==> config.mk <==
export PLATFORM = sky130hd
export DESIGN_NAME = chu_msg_sched
export DESIGN_NICKNAME = d
export VERILOG_FILES = /design/src/rtl/chu_msg_sched.sv
export SDC_FILE = /design/constraint.sdc
export NUM_CORES = 2
export LEC_CHECK = 0
export BUFFER_PORTS_ARGS = -buffer_cell sky130_fd_sc_hd__buf_2
export CAP_MARGIN = 20
export CORE_MARGIN = 2
export CORE_UTILIZATION = 35
export DETAILED_ROUTE_END_ITERATION = 10
export GPL_TIMING_DRIVEN = 1
export PLACE_DENSITY = 0.57
export REMOVE_ABC_BUFFERS = 1
export SLEW_MARGIN = 20
export SYNTH_ARGS = -nofsm -noshare
export SYNTH_HDL_FRONTEND = slang
export SYNTH_SLANG_ARGS = --single-unit
export TNS_END_PERCENT = 5
==> constraint.sdc <==
create_clock -name sys_clk -period 12.6 [get_ports sys_clk]
set_input_delay 1.26 -clock sys_clk [delete_from_list [all_inputs] [get_ports sys_clk]]
set_output_delay 1.26 -clock sys_clk [all_outputs]
set_load 0.01 [all_outputs]
==> src/rtl/chu_msg_sched.sv <==
// chu_msg_sched: message-schedule stage of the hash core.
// Captures one padded 512-bit block and streams the per-round schedule word
// W_t (SHA-1, SHA-256 or MD5) to the compression round, one word per beat.
module chu_msg_sched (
    input  logic         sys_clk,
    input  logic         sys_rst,
    input  logic [511:0] in_w,
    input  logic [15:0]  in_w_val,
    input  logic [7:0]   in_mes_cnt,
    input  logic [2:0]   in_alg,
    output logic         in_rdy,
    output logic         out_val,
    input  logic         out_rdy,
    output logic [31:0]  out_w,
    output logic [6:0]   out_t,
    output logic         out_last,
    output logic [2:0]   out_alg,
    output logic [7:0]   out_mes_cnt,
    output logic         drop
);

    typedef enum logic {
        IDLE = 1'b0,
        RUN  = 1'b1
    } state_t;

    localparam logic [2:0] ALG_SHA1   = 3'd0;
    localparam logic [2:0] ALG_SHA256 = 3'd1;

    state_t      state;
    state_t      state_nxt;

    // SHA sliding window: window[0] is the current W_t.
    logic [31:0] window  [16];
    // Unshifted copy of the captured block, indexed by MD5.
    logic [31:0] blk_buf [16];

    logic [6:0]  t;
    logic [2:0]  alg;
    logic [7:0]  mes_cnt;

    logic        capture;
    logic        beat;
    logic        last_t;
    logic        is_sha;
    logic [3:0]  t4;
    logic [3:0]  g;
    logic [31:0] sha1_new;
    logic [31:0] sha256_new;
    logic [31:0] new_w;

    function automatic logic [31:0] sigma0(input logic [31:0] x);
        return {x[6:0], x[31:7]} ^ {x[17:0], x[31:18]} ^ {3'b000, x[31:3]};
    endfunction

    function automatic logic [31:0] sigma1(input logic [31:0] x);
        return {x[16:0], x[31:17]} ^ {x[18:0], x[31:19]} ^ {10'd0, x[31:10]};
    endfunction

    // State register; reset abandons any block in flight.
    always_ff @(posedge sys_clk) begin
        if (sys_rst) begin
            state <= IDLE;
        end else begin
            state <= state_nxt;
        end
    end

    // Next-state and handshake decode: capture only full blocks, flag partial ones.
    always_comb begin
        state_nxt = state;
        capture   = 1'b0;
        beat      = 1'b0;
        in_rdy    = 1'b0;
        out_val   = 1'b0;
        drop      = 1'b0;
        case (state)
            IDLE: begin
                in_rdy = 1'b1;
                if (in_w_val == 16'hFFFF) begin
                    capture   = 1'b1;
                    state_nxt = RUN;
                end else if (in_w_val != 16'h0000) begin
                    drop = 1'b1;
                end
            end
            RUN: begin
                out_val = 1'b1;
                beat    = out_rdy;
                if (out_rdy && last_t) begin
                    state_nxt = IDLE;
                end
            end
            default: state_nxt = IDLE;
        endcase
    end

    // Final round index depends on the algorithm (80 rounds for SHA-1, else 64).
    always_comb begin
        last_t = 1'b0;
        if (alg == ALG_SHA1) begin
            last_t = (t == 7'd79);
        end else begin
            last_t = (t == 7'd63);
        end
    end

    // MD5 message-word index g for the four 16-round groups.
    always_comb begin
        t4 = t[3:0];
        g  = t4;
        case (t[5:4])
            2'd0:    g = t4;
            2'd1:    g = t4 * 4'd5 + 4'd1;
            2'd2:    g = t4 * 4'd3 + 4'd5;
            2'd3:    g = t4 * 4'd7;
            default: g = t4;
        endcase
    end

    // Next schedule word entering the top of the SHA window.
    always_comb begin
        sha1_new   = window[13] ^ window[8] ^ window[2] ^ window[0];
        sha1_new   = {sha1_new[30:0], sha1_new[31]};
        sha256_new = sigma1(window[14]) + window[9] + sigma0(window[1]) + window[0];
        new_w      = (alg == ALG_SHA1) ? sha1_new : sha256_new;
    end

    // Output word selection: window head for SHA, permuted buffer word for MD5.
    always_comb begin
        is_sha = (alg == ALG_SHA1) || (alg == ALG_SHA256);
        out_w  = is_sha ? window[0] : blk_buf[g];
    end

    assign out_t       = t;
    assign out_last    = (state == RUN) && last_t;
    assign out_alg     = alg;
    assign out_mes_cnt = mes_cnt;

    // Block capture, round counter and window shift on each accepted beat.
    always_ff @(posedge sys_clk) begin
        if (sys_rst) begin
            for (int i = 0; i < 16; i++) begin
                window[i]  <= 32'd0;
                blk_buf[i] <= 32'd0;
            end
            t       <= 7'd0;
            alg     <= 3'd0;
            mes_cnt <= 8'd0;
        end else if (capture) begin
            for (int i = 0; i < 16; i++) begin
                window[i]  <= in_w[32*i +: 32];
                blk_buf[i] <= in_w[32*i +: 32];
            end
            t       <= 7'd0;
            alg     <= in_alg;
            mes_cnt <= in_mes_cnt;
        end else if (beat) begin
            t <= t + 7'd1;
            if (is_sha) begin
                for (int i = 0; i < 15; i++) begin
                    window[i] <= window[i+1];
                end
                window[15] <= new_w;
            end
        end
    end

endmodule

After elaboration in Yosys (flattened, before gate mapping)
Memories as Yosys holds them, arrays and structs flattened. Index checks and enable logic that the tools add are counted.

Add/sub/neg operators: 6. $mul: 3. Eq/ne operators: 7. Muxes and demuxes: 72. Bitwise operators: 56. Reduce and logical (&&, ||, !) cells: 7.

Operator list (count): two-way mux 32 bit (50); bitwise XOR 32 bit (5); adder 32 bit (3); OR 1 bit (48); bitwise XOR 32 x 22 -> 32 bit (1); bitwise XOR 32 x 29 -> 32 bit (1); two-way mux 1 bit (20); equality test 16 bit (second input constant) (1); one-hot mux 4 bit (4 select lines) (1); nonzero test 16 bit (1); multiplier 4 x 3 -> 4 bit (second input constant) (2); adder 7 x 1 -> 7 bit (second input constant) (1); equality test 7 x 6 -> 1 bit (second input constant) (1); equality test 7 bit (second input constant) (1); adder 4 x 1 -> 4 bit (second input constant) (1); adder 4 x 3 -> 4 bit (second input constant) (1); equality test 2 bit (second input constant) (2); multiplier 4 x 2 -> 4 bit (second input constant) (1); equality test 3 x 1 -> 1 bit (second input constant) (1); logical NOT 3 bit (1); equality test 2 x 1 -> 1 bit (second input constant) (1); logical AND 1 bit (2); logical NOT 2 bit (1); one-hot mux 1 bit (2 select lines) (1); 3 further kinds (3).

Register bits after elaboration: 19. Bits in writable memories: 1024. Output and inout port bits: 54. Memories: 2.

Memory list: blk_buf (depth 16, bits a word 32, rd ports 1, clocked after Yosys merged registers in 0, write ports 16, RTL line 36) `logic [31:0] blk_buf [16];`; window (depth 16, bits a word 32, rd ports 16, clocked after Yosys merged registers in 0, write ports 16, RTL line 34) `logic [31:0] window [16];`.

Depth between registers and ports, before layout
Depth in word-level cells: 8. Mapped depth: 17.

Worst setup path before layout
Ideal clock, no wire load.

Kind: input-to-reg. From: input in_w_val[8]. To: memory blk_buf[0][0], enable pin. Library setup time: 906 ps. Data arrival time: 12831 ps. Slack: -1137 ps. Stages on the path: 4. Path buffers: 0. Cells stage by stage: nand4_1 -> nor4_1 -> nand2_1 -> nand2_1.

RTL lines: start: declaration (RTL line 8) `input logic [15:0] in_w_val,`; end: declaration (RTL line 36).

Final worst setup path
From: register t[0] (netlist: out_t[0]). To: output out_w[24].

Word-level cells in the longest chain between the ends: 5. Elaborated cells between the ends (all ways): 8. Those cells by class: 2 x add/sub; 3 x mul; 2 x mux; 1 x memory.

RTL lines: start: declaration (RTL line 38) `logic [6:0] t;`; start signal: assignment (RTL line 159) `t <= t + 7'd1;`; multiplier 4 x 2 -> 4 bit or multiplier 4 x 3 -> 4 bit (tied branches) (RTL line 115, 114); adder 4 x 3 -> 4 bit or adder 4 x 1 -> 4 bit (tied branches) (RTL line 115, 114); one-hot mux 4 bit (4 select lines) * (RTL line 112) `case (t[5:4])`; memory (16 x 32 bit) *; two-way mux 32 bit * (RTL line 132) `out_w = is_sha ? window[0] : blk_buf[g];`; end: declaration (RTL line 14) `output logic [31:0] out_w,`.

Every way passes the cells marked *; elsewhere a longest branch is shown, timed or not.

==> flow_summary.ini <==
[clocking]
cts_tree = built
cts_buffers = 116
htreeDepth = 3
cts_resized = 0
clk_pin_slew_ps = 60
cts.hold.buffers_added = 0
cts.sinks = 1043
worstSkewPairLatency_ps = 750
root_buffer = clkbuf_16
cts_max_path_buffers = 3
post-cts-setup-buffers = 0

[critical_path]
crit_required_ps = 11340
critPathLaunch = out_t[0]
arrival_ps = 6090
critPathLaunchType = flip-flop
r2r_start = window[7][11]
cp-endpoint = out_w[24]
r2r-end = window[7][53]
end_kind = output pin
reg2reg_depth = 17
rrSetupSlack_ps = 7190
crit_fanout = 70
worstSetupPathType = reg -> out

[yosys]
synth_top_area_share_pct = 60.2
avgSynthCellArea_um2 = 11.9
yosysSeqAreaShare_pct = 60.9
synth_area_mm2 = 0.0511
synth_flop_cell = edfxtp_1
ys_seq_elements = 1043
ys_warn_count = 0
ys_async_sr_fraction_pct = 0
ys_top_cells_by_count = edfxtp_1, nand2_1, and2_1
synth_most_common_cell = edfxtp_1
synthTopCellsByArea = edfxtp_1, nand2_1, a21o_1
synth.largest_area_cell = edfxtp_1
postSynthCellCount = 4276
synth_cell_types = 64
synth_edf_count = 1024

[timing]
slew_viol_final = 0
post-route-period-util_pct = 58.3
rsz0062_at_grt = no
worst_pin_slew_ps = 1100
final-hold-violation-count = 0
skew_ps = 29.3
max_freq_mhz = 136
fin_crit_ps = 7350
fin_ws_ps = 5250
relSlewSlack_pct = 26.4
setup_violations = 0

[power]
power.density_mw_per_mm2 = 148
pwr-share-clk_pct = 38.8
p_leak_nw = 25.2
combPwrFrac_pct = 15.1
power_switching_share_pct = 27.0
peakVddDrop_uv = 118
p_int_mw = 6.46
power_frac_seq_pct = 46.1
p_switching_mw = 2.39

[global_routing]
grt_pass1_wl_um = 246000
grt.met3_usage_pct = 3.97
met1_usage_pct = 31.4
grt-ovfl-total = 0
antenna_found_initial = 49
grt_pass1_vias = 34984
grtUsageTotal_pct = 23.0
grtUsageMet2_pct = 37.8
grt_max_degree = 177
grt.busiest_layer = met2

[route]
final_antenna_net_count = 0
routed_via_density = 5.24
vias = 35645
drc = 0
drtPass1Iterations = 5
finalWirelength_um = 175000
wl_per_cell_um = 25.8
drtIter0Drc = 2912

[floorplan]
die_h_um = 386
dieArea_mm2 = 0.149
die_w_um = 386
initial_core_util_pct = 35.2
pin_count = 596
core_mm2 = 0.145
rows = 140

[flow_run]
max_cap_violations = 0

[placed_design]
numPortBuffers = 595
gp_congestion = 0.905
dp_hpwl_um = 123000
dp_slack_ps = 6010

[cells_and_area]
fin_util_pct = 41.1
nNetsFinal = 5410
area_growth_pct = 16.9
drive_gt1_share_pct = 17.9

[min_path]
hp-class = reg -> reg

[run_status]
status = completed
## logic make-up (layout without fill, tap and decap cells)
kind of cell / count (synthesis) / in the layout / synth area share [%]
flops: 1043 / 1043 / 60.9
simple gates: 1477 / 1477 / 14.3
buf+inv: 432 / 1016 / 3.47
xor+xnor: 256 / 256 / 4.42
compound gates: 947 / 947 / 13.1
fa+ha+maj: 103 / 103 / 3.46
mux: 18 / 18 / 0.389
other cells: 0 / 23 / 0
## placed cells by master (no fill, tap or decap), types with 33 or more instances in the layout
| cell type | count |
|---|---|
| edfxtp_1 | 1024 |
| nand2_1 | 675 |
| buf_2 | 594 |
| and2_1 | 334 |
| a21o_1 | 329 |
| a21oi_1 | 242 |
| xnor2_1 | 212 |
| nor2b_1 | 195 |
| inv_1 | 153 |
| clkbuf_16 | 117 |
| and2_0 | 85 |
| a211oi_1 | 81 |
| a31oi_1 | 69 |
| fa_1 | 64 |
| nand3_1 | 63 |
| nor2_1 | 57 |
| buf_4 | 50 |
| xor2_1 | 41 |
| ha_1 | 39 |
| a311oi_1 | 33 |
| clkinv_1 | 33 |
## registers in the layout, indices dropped and copies added (netlist names)
register     cells
blk_buf        512
out_mes_cnt      8
window         512
state            1
out_alg          3
out_t            7
## per-stage QoR
stage / power [mW] / TNS [ps] / cell area [um2] / hold WS, ps / instances
after floorplan: 4.98 / -2248190 / 49900 / 494 / 3997
after global placement: 5.47 / 0 / 55900 / 470 / 6563
after detailed placement: 5.48 / 0 / 55900 / 488 / 6564
after CTS: 8.92 / 0 / 59700 / 499 / 6777
after global routing: 9.18 / 0 / 59700 / 521 / 6785
final: 8.85 / 0 / 59700 / 493 / 6800
## how the worst min path moves through the flow
stage,from,to,slack (ps),cells past startpoint
floorplan,window[1][32],window[1][0],490,1
global placement,out_mes_cnt[1],out_mes_cnt[1],470,2
detailed placement,out_mes_cnt[1],out_mes_cnt[1],490,2
CTS,out_mes_cnt[1],out_mes_cnt[1],500,2
global route,window[3][14],window[2][46],520,1
finish,out_mes_cnt[1],out_mes_cnt[1],490,2
## metal layers
metal  vias to the layer above  part of all wire [%]  routed length, um
li1                      16235                     -                  -
met1                     17802                    42              74300
met2                      1325                    48              83500
met5                         -                 0.094                165
met3                       259                   7.5              13100
met4                        24                   2.4               4240
## critical path, cell delays in order (launching register included)
cell,delay [ps]
dfxtp_1,600
inv_1,220
fa_1,570
inv_1,40
ha_1,300
mux2_4,280
a21oi_4,150
buf_4,430
buf_4,690
buf_4,720
a2111oi_0,260
a41oi_1,220
a31oi_1,130
a221oi_2,370
buf_2,210
## power by group through the flow
stage	combinational [mW]	sequential [mW]	clock, mW
4_1_cts	1.34	4.08	3.50
2_1_floorplan	0.826	4.16	0
3_5_place_dp	1.32	4.15	0
3_3_place_gp	1.31	4.15	0
5_1_grt	1.47	4.09	3.62
6_report	1.34	4.08	3.43
## cell type report
cell class,instances,area [um2]
diodes,23,57.6
clock inverters,86,815
multi-input cells,2801,18300
fillers,13932,85500
clock buffers,127,2970
repair buffers,650,3470
inverters,153,574
flip-flops and latches,1043,31100
well taps,1917,2400
(Power assumes the default switching activity.)
